===== src/rtl/tile_tag_reader.sv =====
// Scans a 32x32 tile tag buffer in row-major order and merges equal nonzero
// tags within a row into spans, presented on a valid/ready handshake.
module tile_tag_reader (
  input  logic        clock,
  input  logic        reset,
  input  logic        start,
  input  logic [5:0]  tile_x,
  input  logic [5:0]  tile_y,
  output logic        busy,
  output logic        done,
  output logic        tag_rd,
  output logic [9:0]  tag_rd_addr,
  input  logic [31:0] tag_rd_data,
  output logic        span_valid,
  input  logic        span_ready,
  output logic [31:0] span_poly_addr,
  output logic [4:0]  span_x,
  output logic [4:0]  span_y,
  output logic [5:0]  span_len,
  output logic [5:0]  span_tile_x,
  output logic [5:0]  span_tile_y
);

  typedef enum logic [1:0] {
    IDLE  = 2'd0,
    SCAN  = 2'd1,
    FLUSH = 2'd2,
    DONE  = 2'd3
  } state_t;

  state_t      state, state_next;
  logic [9:0]  rd_addr, rd_addr_next;
  logic        rd_pend, rd_pend_next;
  logic        hold_valid, hold_valid_next;
  logic [31:0] hold_data, hold_data_next;
  logic [9:0]  proc_cnt, proc_cnt_next;
  logic        proc_done, proc_done_next;
  logic        run_active, run_active_next;
  logic [31:0] run_tag, run_tag_next;
  logic [4:0]  run_x, run_x_next;
  logic [4:0]  run_y, run_y_next;
  logic [5:0]  run_len, run_len_next;
  logic [5:0]  tx, tx_next;
  logic [5:0]  ty, ty_next;
  logic        sp_valid, sp_valid_next;
  logic [31:0] sp_poly, sp_poly_next;
  logic [4:0]  sp_x, sp_x_next;
  logic [4:0]  sp_y, sp_y_next;
  logic [5:0]  sp_len, sp_len_next;

  logic        stall, rd, pix_vld, brk, load;
  logic [31:0] pix;
  logic [4:0]  pix_x, pix_y;

  // Next-state, read issue, run merging and span loading.
  always_comb begin
    state_next      = state;
    rd_addr_next    = rd_addr;
    rd_pend_next    = 1'b0;
    hold_valid_next = hold_valid;
    hold_data_next  = hold_data;
    proc_cnt_next   = proc_cnt;
    proc_done_next  = proc_done;
    run_active_next = run_active;
    run_tag_next    = run_tag;
    run_x_next      = run_x;
    run_y_next      = run_y;
    run_len_next    = run_len;
    tx_next         = tx;
    ty_next         = ty;
    sp_valid_next   = sp_valid;
    sp_poly_next    = sp_poly;
    sp_x_next       = sp_x;
    sp_y_next       = sp_y;
    sp_len_next     = sp_len;
    rd              = 1'b0;
    load            = 1'b0;

    stall   = sp_valid && !span_ready;
    pix_vld = !stall && (hold_valid || rd_pend);
    pix     = hold_valid ? hold_data : tag_rd_data;
    pix_x   = proc_cnt[4:0];
    pix_y   = proc_cnt[9:5];
    // A run is closed by the first pixel that cannot extend it, including the
    // first pixel of the next row, so at most one span is produced per pixel.
    brk     = run_active && ((pix == 32'd0) || (pix != run_tag) || (pix_x == 5'd0));

    if (sp_valid && span_ready) begin
      sp_valid_next = 1'b0;
    end else begin
      sp_valid_next = sp_valid;
    end

    case (state)
      IDLE: begin
        if (start) begin
          state_next      = SCAN;
          rd_addr_next    = 10'd0;
          hold_valid_next = 1'b0;
          proc_cnt_next   = 10'd0;
          proc_done_next  = 1'b0;
          run_active_next = 1'b0;
          tx_next         = tile_x;
          ty_next         = tile_y;
        end else begin
          state_next = IDLE;
        end
      end
      SCAN, FLUSH: begin
        rd           = (state == SCAN) && !stall;
        rd_pend_next = rd;
        if (rd) begin
          if (rd_addr == 10'd1023) begin
            state_next = FLUSH;
          end else begin
            rd_addr_next = rd_addr + 10'd1;
          end
        end else begin
          rd_addr_next = rd_addr;
        end

        if (stall && rd_pend) begin
          hold_valid_next = 1'b1;
          hold_data_next  = tag_rd_data;
        end else begin
          hold_data_next = hold_data;
        end

        if (pix_vld) begin
          hold_valid_next = 1'b0;
          proc_cnt_next   = proc_cnt + 10'd1;
          proc_done_next  = (proc_cnt == 10'd1023);
          load            = brk;
          if (pix == 32'd0) begin
            run_active_next = 1'b0;
          end else if (run_active && !brk) begin
            run_len_next = run_len + 6'd1;
          end else begin
            run_active_next = 1'b1;
            run_tag_next    = pix;
            run_x_next      = pix_x;
            run_y_next      = pix_y;
            run_len_next    = 6'd1;
          end
        end else if ((state == FLUSH) && proc_done && run_active && !stall) begin
          load            = 1'b1;
          run_active_next = 1'b0;
        end else begin
          load = 1'b0;
        end

        if (load) begin
          sp_valid_next = 1'b1;
          sp_poly_next  = run_tag;
          sp_x_next     = run_x;
          sp_y_next     = run_y;
          sp_len_next   = run_len;
        end else begin
          sp_poly_next = sp_poly;
        end

        if ((state == FLUSH) && proc_done_next && !run_active_next && !sp_valid_next) begin
          state_next = DONE;
        end else begin
          state_next = state_next;
        end
      end
      DONE: begin
        state_next = IDLE;
      end
      default: begin
        state_next = IDLE;
      end
    endcase
  end

  // State and datapath registers with synchronous reset.
  always_ff @(posedge clock) begin
    if (reset) begin
      state      <= IDLE;
      rd_addr    <= 10'd0;
      rd_pend    <= 1'b0;
      hold_valid <= 1'b0;
      hold_data  <= 32'd0;
      proc_cnt   <= 10'd0;
      proc_done  <= 1'b0;
      run_active <= 1'b0;
      run_tag    <= 32'd0;
      run_x      <= 5'd0;
      run_y      <= 5'd0;
      run_len    <= 6'd0;
      tx         <= 6'd0;
      ty         <= 6'd0;
      sp_valid   <= 1'b0;
      sp_poly    <= 32'd0;
      sp_x       <= 5'd0;
      sp_y       <= 5'd0;
      sp_len     <= 6'd0;
    end else begin
      state      <= state_next;
      rd_addr    <= rd_addr_next;
      rd_pend    <= rd_pend_next;
      hold_valid <= hold_valid_next;
      hold_data  <= hold_data_next;
      proc_cnt   <= proc_cnt_next;
      proc_done  <= proc_done_next;
      run_active <= run_active_next;
      run_tag    <= run_tag_next;
      run_x      <= run_x_next;
      run_y      <= run_y_next;
      run_len    <= run_len_next;
      tx         <= tx_next;
      ty         <= ty_next;
      sp_valid   <= sp_valid_next;
      sp_poly    <= sp_poly_next;
      sp_x       <= sp_x_next;
      sp_y       <= sp_y_next;
      sp_len     <= sp_len_next;
    end
  end

  assign busy           = (state == SCAN) || (state == FLUSH);
  assign done           = (state == DONE);
  assign tag_rd         = rd;
  assign tag_rd_addr    = rd_addr;
  assign span_valid     = sp_valid;
  assign span_poly_addr = sp_poly;
  assign span_x         = sp_x;
  assign span_y         = sp_y;
  assign span_len       = sp_len;
  assign span_tile_x    = tx;
  assign span_tile_y    = ty;

endmodule


===== config.mk =====
export PLATFORM = sky130hd
export DESIGN_NAME = tile_tag_reader
export DESIGN_NICKNAME = d
export VERILOG_FILES = /design/src/rtl/tile_tag_reader.sv
export SDC_FILE = /design/constraint.sdc
export NUM_CORES = 1
export LEC_CHECK = 0
export ABC_AREA = 1
export CORE_MARGIN = 2
export CORE_UTILIZATION = 50
export DETAILED_ROUTE_END_ITERATION = 10
export GPL_TIMING_DRIVEN = 0
export PLACE_DENSITY = 0.85
export RECOVER_POWER = 50
export REMOVE_ABC_BUFFERS = 1
export SYNTH_ARGS = -nofsm -noshare
export SYNTH_HDL_FRONTEND = slang
export SYNTH_SLANG_ARGS = --single-unit

===== constraint.sdc =====
create_clock -name clock -period 3.1 [get_ports clock]
set_clock_uncertainty 0.15 [all_clocks]
set_input_delay 0.31 -clock clock [delete_from_list [all_inputs] [get_ports clock]]
set_output_delay 0.31 -clock clock [all_outputs]
set_load 0.05 [all_outputs]

## Word-level counts from Yosys, hierarchy flattened

Index checks and enable logic that the tools add are counted.

- Flip-flop bits (word level): 167
- Input port bits: 48
- Output and inout bits: 74

- $add $sub $neg: 3
- Eq/ne operators: 13
- Muxes and demuxes: 34
- Bitwise gates (word level): 2
- Reductions and logical operators: 37

Operators with widths:

| kind | number |
|---|---|
| $mux W10 | 4 |
| $pmux W10 S2 | 2 |
| $logic_not A32 Y1 | 1 |
| $mux W32 | 1 |
| $ne A32 B32 Y1 | 1 |
| $add A10 B1 Y10 const B | 2 |
| $eq A10 B10 Y1 const B | 2 |
| $mux W1 | 19 |
| $logic_and A1 B1 Y1 | 13 |
| $reduce_and A2 Y1 | 5 |
| $ne A3 B3 Y1 const B | 3 |
| $reduce_and A3 Y1 | 3 |
| $ne A2 B2 Y1 const B | 4 |
| $reduce_and A4 Y1 | 2 |
| $add A6 B1 Y6 const B | 1 |
| $mux W2 | 3 |
| $mux W6 | 1 |
| $pmux W1 S2 | 3 |
| $pmux W2 S3 | 1 |
| $logic_not A1 Y1 | 5 |
| $logic_not A5 Y1 | 1 |
| $eq A2 B2 Y1 const B | 2 |
| $logic_or A1 B1 Y1 | 4 |
| $eq A2 B1 Y1 const B | 1 |
| other kinds (4) | 5 |

## Depth between registers and ports, before layout

- Word-level depth: 16
- Mapped depth: 21
- Mapped depth without buffers: 17

## Least setup slack after synthesis

Ideal clock, no wire load.

- Path kind: flip-flop to output port
- From: register state[0]
- To: output tag_rd
- Arrival: 2.131 ns
- Required time: 2.640 ns
- Path slack: 0.509 ns
- Stages on the path, launching flop included: 6
- Buffers on the path: 1
- Path through: dfxtp_1 inv_1 ha_1 clkbuf_1 inv_1 nor2_1

- Word-level cells in the longest chain between the ends: 3
- Elaborated cells on any way between the ends: 5

RTL lines:

| item | RTL line | source |
|---|---|---|
| from (decl) | 31 | `state_t state, state_next;` |
| from (signal assigned) | 200 | `state <= state_next;` |
| $eq A2 B1 Y1 or $eq A2 B2 Y1 (tied branches) | 94, 110 |  |
| $reduce_or A2 Y1 or $logic_and A1 B1 Y1 (tied branches) | 94, 110 |  |
| $mux W1 * | -- |  |
| to (decl) | 11 | `output logic tag_rd,` |

Mark *: on every way between the ends. The rest lies on a longest branch, timed or not.

## Worst setup path in the final report

- From: register hold_valid
- To: register run_x[1]

- Word-level cells in the longest chain between the ends: 9
- Elaborated cells on any way between the ends: 13

RTL lines:

| item | RTL line | source |
|---|---|---|
| from (decl) | 34 | `logic hold_valid, hold_valid_next;` |
| from (signal assigned) | 203 | `hold_valid <= hold_valid_next;` |
| $mux W32 | 81 | `pix = hold_valid ? hold_data : tag_rd_data;` |
| $ne A32 B32 Y1 or $logic_not A32 Y1 (tied branches) | 86, 134 |  |
| $logic_or A1 B1 Y1 (2 in series) | 86 | `brk = run_active && ((pix == 32'd0) \|\| (pix != run_tag) \|\| (pix_x == 5'd0));` |
| $logic_and A1 B1 Y1 | 86 |  |
| $logic_not A1 Y1 | 136 | `end else if (run_active && !brk) begin` |
| $logic_and A1 B1 Y1 | 136 |  |
| $not A1 Y1 (no line) | -- |  |
| $reduce_and A4 Y1 (no line) * | -- |  |
| to (signal assigned) | 209 | `run_x <= run_x_next;` |
| to (decl) | 40 | `logic [4:0] run_x, run_x_next;` |

Marked as above.
A chain may end at the register's enable or synchronous reset.

==> impl_metrics.env <==
export IMPL_ctsRootBufferMaster="sky130_fd_sc_hd__clkbuf_16"
export IMPL_power_static_leakage_nw=4.076
export IMPL_run_status="complete, no violations"
export IMPL_post_synth_cell_area_avg_sq_um=6.804
export IMPL_cp_required_ps=3260
export IMPL_final_min_period_over_clock_period_pct=95.62
export IMPL_dieArea_sq_um=16400
export IMPL_detailed_place_hpwl_um=11830
export IMPL_antennaDiodeCount=0
export IMPL_wl_met3_um=1039
export IMPL_synth_enable_flop_cells=0
export IMPL_first_iter_violations=644
export IMPL_maxCapViolations=0
export IMPL_worst_hold_slack_ps=307.6
export IMPL_wire_length_of_the_first_global_routing_pass_um=31990
export IMPL_synth_top_area_cell="sky130_fd_sc_hd__dfxtp_1"
export IMPL_clock_sink_count=167
export IMPL_synth_ff_latch_count=167
export IMPL_top_signal_layer_used="met4"
export IMPL_drt_pre_antenna_iters=5
export IMPL_ys_warn_count=0
export IMPL_crit_type="reg -> reg"
export IMPL_cts_path_max_buffers=2
export IMPL_chipWidth_um=128.1
export IMPL_io_buffers=121
export IMPL_post_drt_via_cell_ratio=5.147
export IMPL_finalMaxSlewViolations=0
export IMPL_netlist_instances=1131
export IMPL_synth_main_ff_cell="sky130_fd_sc_hd__dfxtp_1"
export IMPL_finalHoldViolations=0
export IMPL_mappedNetlistArea_sq_um=7695
export IMPL_nets=1282
export IMPL_coreArea_sq_um=15150
export IMPL_final_setup_fails=0
export IMPL_drt_total_wl_um=19510
export IMPL_core_rowCount=45
export IMPL_die_height_um=128.1
export IMPL_ioPinCount=122
export IMPL_place_gp_congestion=0.8638
export IMPL_critPathCaptureType="register"
export IMPL_synth_async_reset_ratio_pct=0
export IMPL_vias_in_the_first_global_route=6697
export IMPL_drc=0
export IMPL_finalSetupTns_ps=0
export IMPL_max_slew_margin_pct=59.36
export IMPL_detail_route_wl_per_cell_um=13.67
export IMPL_worst_path_max_fanout=32
export IMPL_htree_num_levels=4
export IMPL_synthDominantCellAreaShare_pct=43.45
export IMPL_worst_setup_hold_path_clk_slew_ps=60
export IMPL_antenna_found_initial=0
export IMPL_globalRoute_totalOverflow=0
export IMPL_drt_antenna_violating_nets=0
export IMPL_synth_sequential_area_ratio_pct=43.45
export IMPL_layout_min_cycle_time_ps=2964
export IMPL_grt_max_degree=73
export IMPL_area_growth_syn_to_layout_pct=26.52
export IMPL_worst_slew_pin_slew_ps=609.6
export IMPL_min_path_type="reg -> reg"
export IMPL_globalRouteTotalUtil_pct=24.14
export IMPL_max_freq_mhz=337.3
export IMPL_worst_skew_pair_late_latency_ps=430
export IMPL_cts_tree="built"
export IMPL_detailroute_wirelength_met2_um=9268
export IMPL_yosysUniqueCellTypes=35
export IMPL_power_density_nw_per_um2=532.0
export IMPL_ys_top_cells_by_area="sky130_fd_sc_hd__dfxtp_1 (43%), sky130_fd_sc_hd__nand2_1 (12%), sky130_fd_sc_hd__nor2_1 (10%), sky130_fd_sc_hd__o21ai_0 (9.0%), sky130_fd_sc_hd__inv_1 (5.1%)"
export IMPL_hold_buffers=0
export IMPL_worst_vdd_drop_uv=375.3
export IMPL_cts_buffers=17
export IMPL_initial_utilization_pct=50.81
export IMPL_timing_critical_path_from_type="register"
export IMPL_final_layout_size_suffix_gt1_share_pct=6.457
export IMPL_vias=7345
export IMPL_wl_met1_um=8855
export IMPL_post_cts_setup_bufs=0
export IMPL_timing_critical_path_arrival_ps=3130
export IMPL_num_fill_cells=1330
-- cell usage in the layout (no fill, tap or decap), types with 3 or more instances in the layout --
cell type	Yosys	routed
sky130_fd_sc_hd__a211oi_1	6	6
sky130_fd_sc_hd__a21oi_1	75	75
sky130_fd_sc_hd__bufinv_16	0	8
sky130_fd_sc_hd__clkbuf_16	0	17
sky130_fd_sc_hd__clkdlybuf4s50_1	0	48
sky130_fd_sc_hd__clkinvlp_4	0	5
sky130_fd_sc_hd__dfxtp_1	167	166
sky130_fd_sc_hd__dlygate4sd3_1	0	73
sky130_fd_sc_hd__ha_1	8	7
sky130_fd_sc_hd__inv_1	105	103
sky130_fd_sc_hd__nand2_1	245	245
sky130_fd_sc_hd__nand2_2	5	4
sky130_fd_sc_hd__nand2_4	1	3
sky130_fd_sc_hd__nand3_1	40	39
sky130_fd_sc_hd__nand4_1	12	12
sky130_fd_sc_hd__nor2_1	210	209
sky130_fd_sc_hd__nor2_2	20	21
sky130_fd_sc_hd__nor3_1	9	8
sky130_fd_sc_hd__o21ai_0	139	139
sky130_fd_sc_hd__o21ai_1	16	16
sky130_fd_sc_hd__xor2_1	4	4
-- flip-flops by register name, summed over array words and instances, names as in the netlist, 2 cells and up --
signal          count
span_tile_y         6
proc_cnt           10
span_tile_x         6
run_len             6
run_tag            32
hold_data          32
run_y               5
run_x               5
span_len            6
span_x              5
span_y              5
span_poly_addr     32
tag_rd_addr        10
state               2
-- area by class of cell --
class	count	area, sq um	area share (%)
tap	188	235.2	2.416
timing repair inverter	3	20.02	0.2056
clock inverter	13	274.0	2.815
timing repair buffer	124	1286	13.21
multi-input combinational	804	3697	37.98
sequential	167	3347	34.38
clock buffer	19	442.9	4.550
inverter	109	432.9	4.447
-- per-stage QoR --
stage | total power [W] | instances | worst slack [ps] | area, sq um | util (%)
floorplan | 0.002501 | 1077 | -655.7 | 7363 | -
global placement | 0.002658 | 1386 | -2377 | 8810 | 58.17
detailed placement | 0.002660 | 1389 | -1123 | 8894 | 58.72
CTS | 0.005208 | 1424 | -4.344 | 9684 | 63.94
global route | 0.005358 | 1427 | -42.83 | 9736 | 64.28
finish | 0.005180 | 1427 | 135.7 | 9736 | 64.28
-- routing by layer --
metal | track usage, % | vias up
met5 | 0 | -
met4 | 8.209 | 0
met3 | 4.925 | 33
met2 | 39.57 | 203
met1 | 31.88 | 3299
li1 | - | 3810
-- power by group --
part	leakage [nW]	total, W	internal (W)	switching (W)
sequential	1.35	0.00219	0.00217	0.0000158
combinational	2.38	0.000432	0.000160	0.000272
clock	0.343	0.00256	0.00169	0.000868
-- cells by family (layout without fill, tap and decap cells) --
family                   after synthesis  count (layout)  synth area share (%)
AO/OA/AOI/OAI                        239             239                 15.82
XOR/XNOR                               4               4                0.4552
adder cells (fa/ha/maj)                8               8                 1.301
buffers and inverters                163             268                 9.659
flip-flops                           167             167                 43.45
multiplexers                           1               1                0.1301
AND/OR/NAND/NOR                      549             552                 29.19
-- cell usage after synthesis, drive strengths merged, types with 3 or more instances --
cell	n
a21oi	75
a211oi	6
ha	8
or2	3
o21ai	156
nand3	41
dfxtp	167
nand2	251
clkbuf	25
nand4	12
xor2	4
nor2	230
nor3	9
buf	29
inv	108
-- repair_timing --
action / CTS / global route
gates resized for setup: 11 / 8
setup endpoints to repair: 96 / 66
pin swaps: 1 / 1
cloned: 3 / 3
-- critical path, stage by stage, from the launching register on --
cell and delay (ps):
sky130_fd_sc_hd__dfxtp_4 530, sky130_fd_sc_hd__buf_16 220, sky130_fd_sc_hd__nand2_1 70, sky130_fd_sc_hd__o21ai_1 160
sky130_fd_sc_hd__nor2_1 110, sky130_fd_sc_hd__nor2_1 160, sky130_fd_sc_hd__nand2_1 70, sky130_fd_sc_hd__nor2_1 140
sky130_fd_sc_hd__nand2_1 90, sky130_fd_sc_hd__nor2_2 200, sky130_fd_sc_hd__nand3_4 190, sky130_fd_sc_hd__nand2_8 230
sky130_fd_sc_hd__clkinvlp_4 210, sky130_fd_sc_hd__o21ai_0 240, sky130_fd_sc_hd__a21oi_1 70
-- worst paths after layout --
kind	start	end	slack [ps]	cells after the start
worst max-delay path	hold_valid	run_x[1]	140	14
worst min-delay path	hold_data[17]	hold_data[17]	310	2
worst max register to register	hold_valid	run_x[1]	140	14
worst min register to register	hold_data[17]	hold_data[17]	310	2
Note: power is estimated with default switching activity, not from simulation.
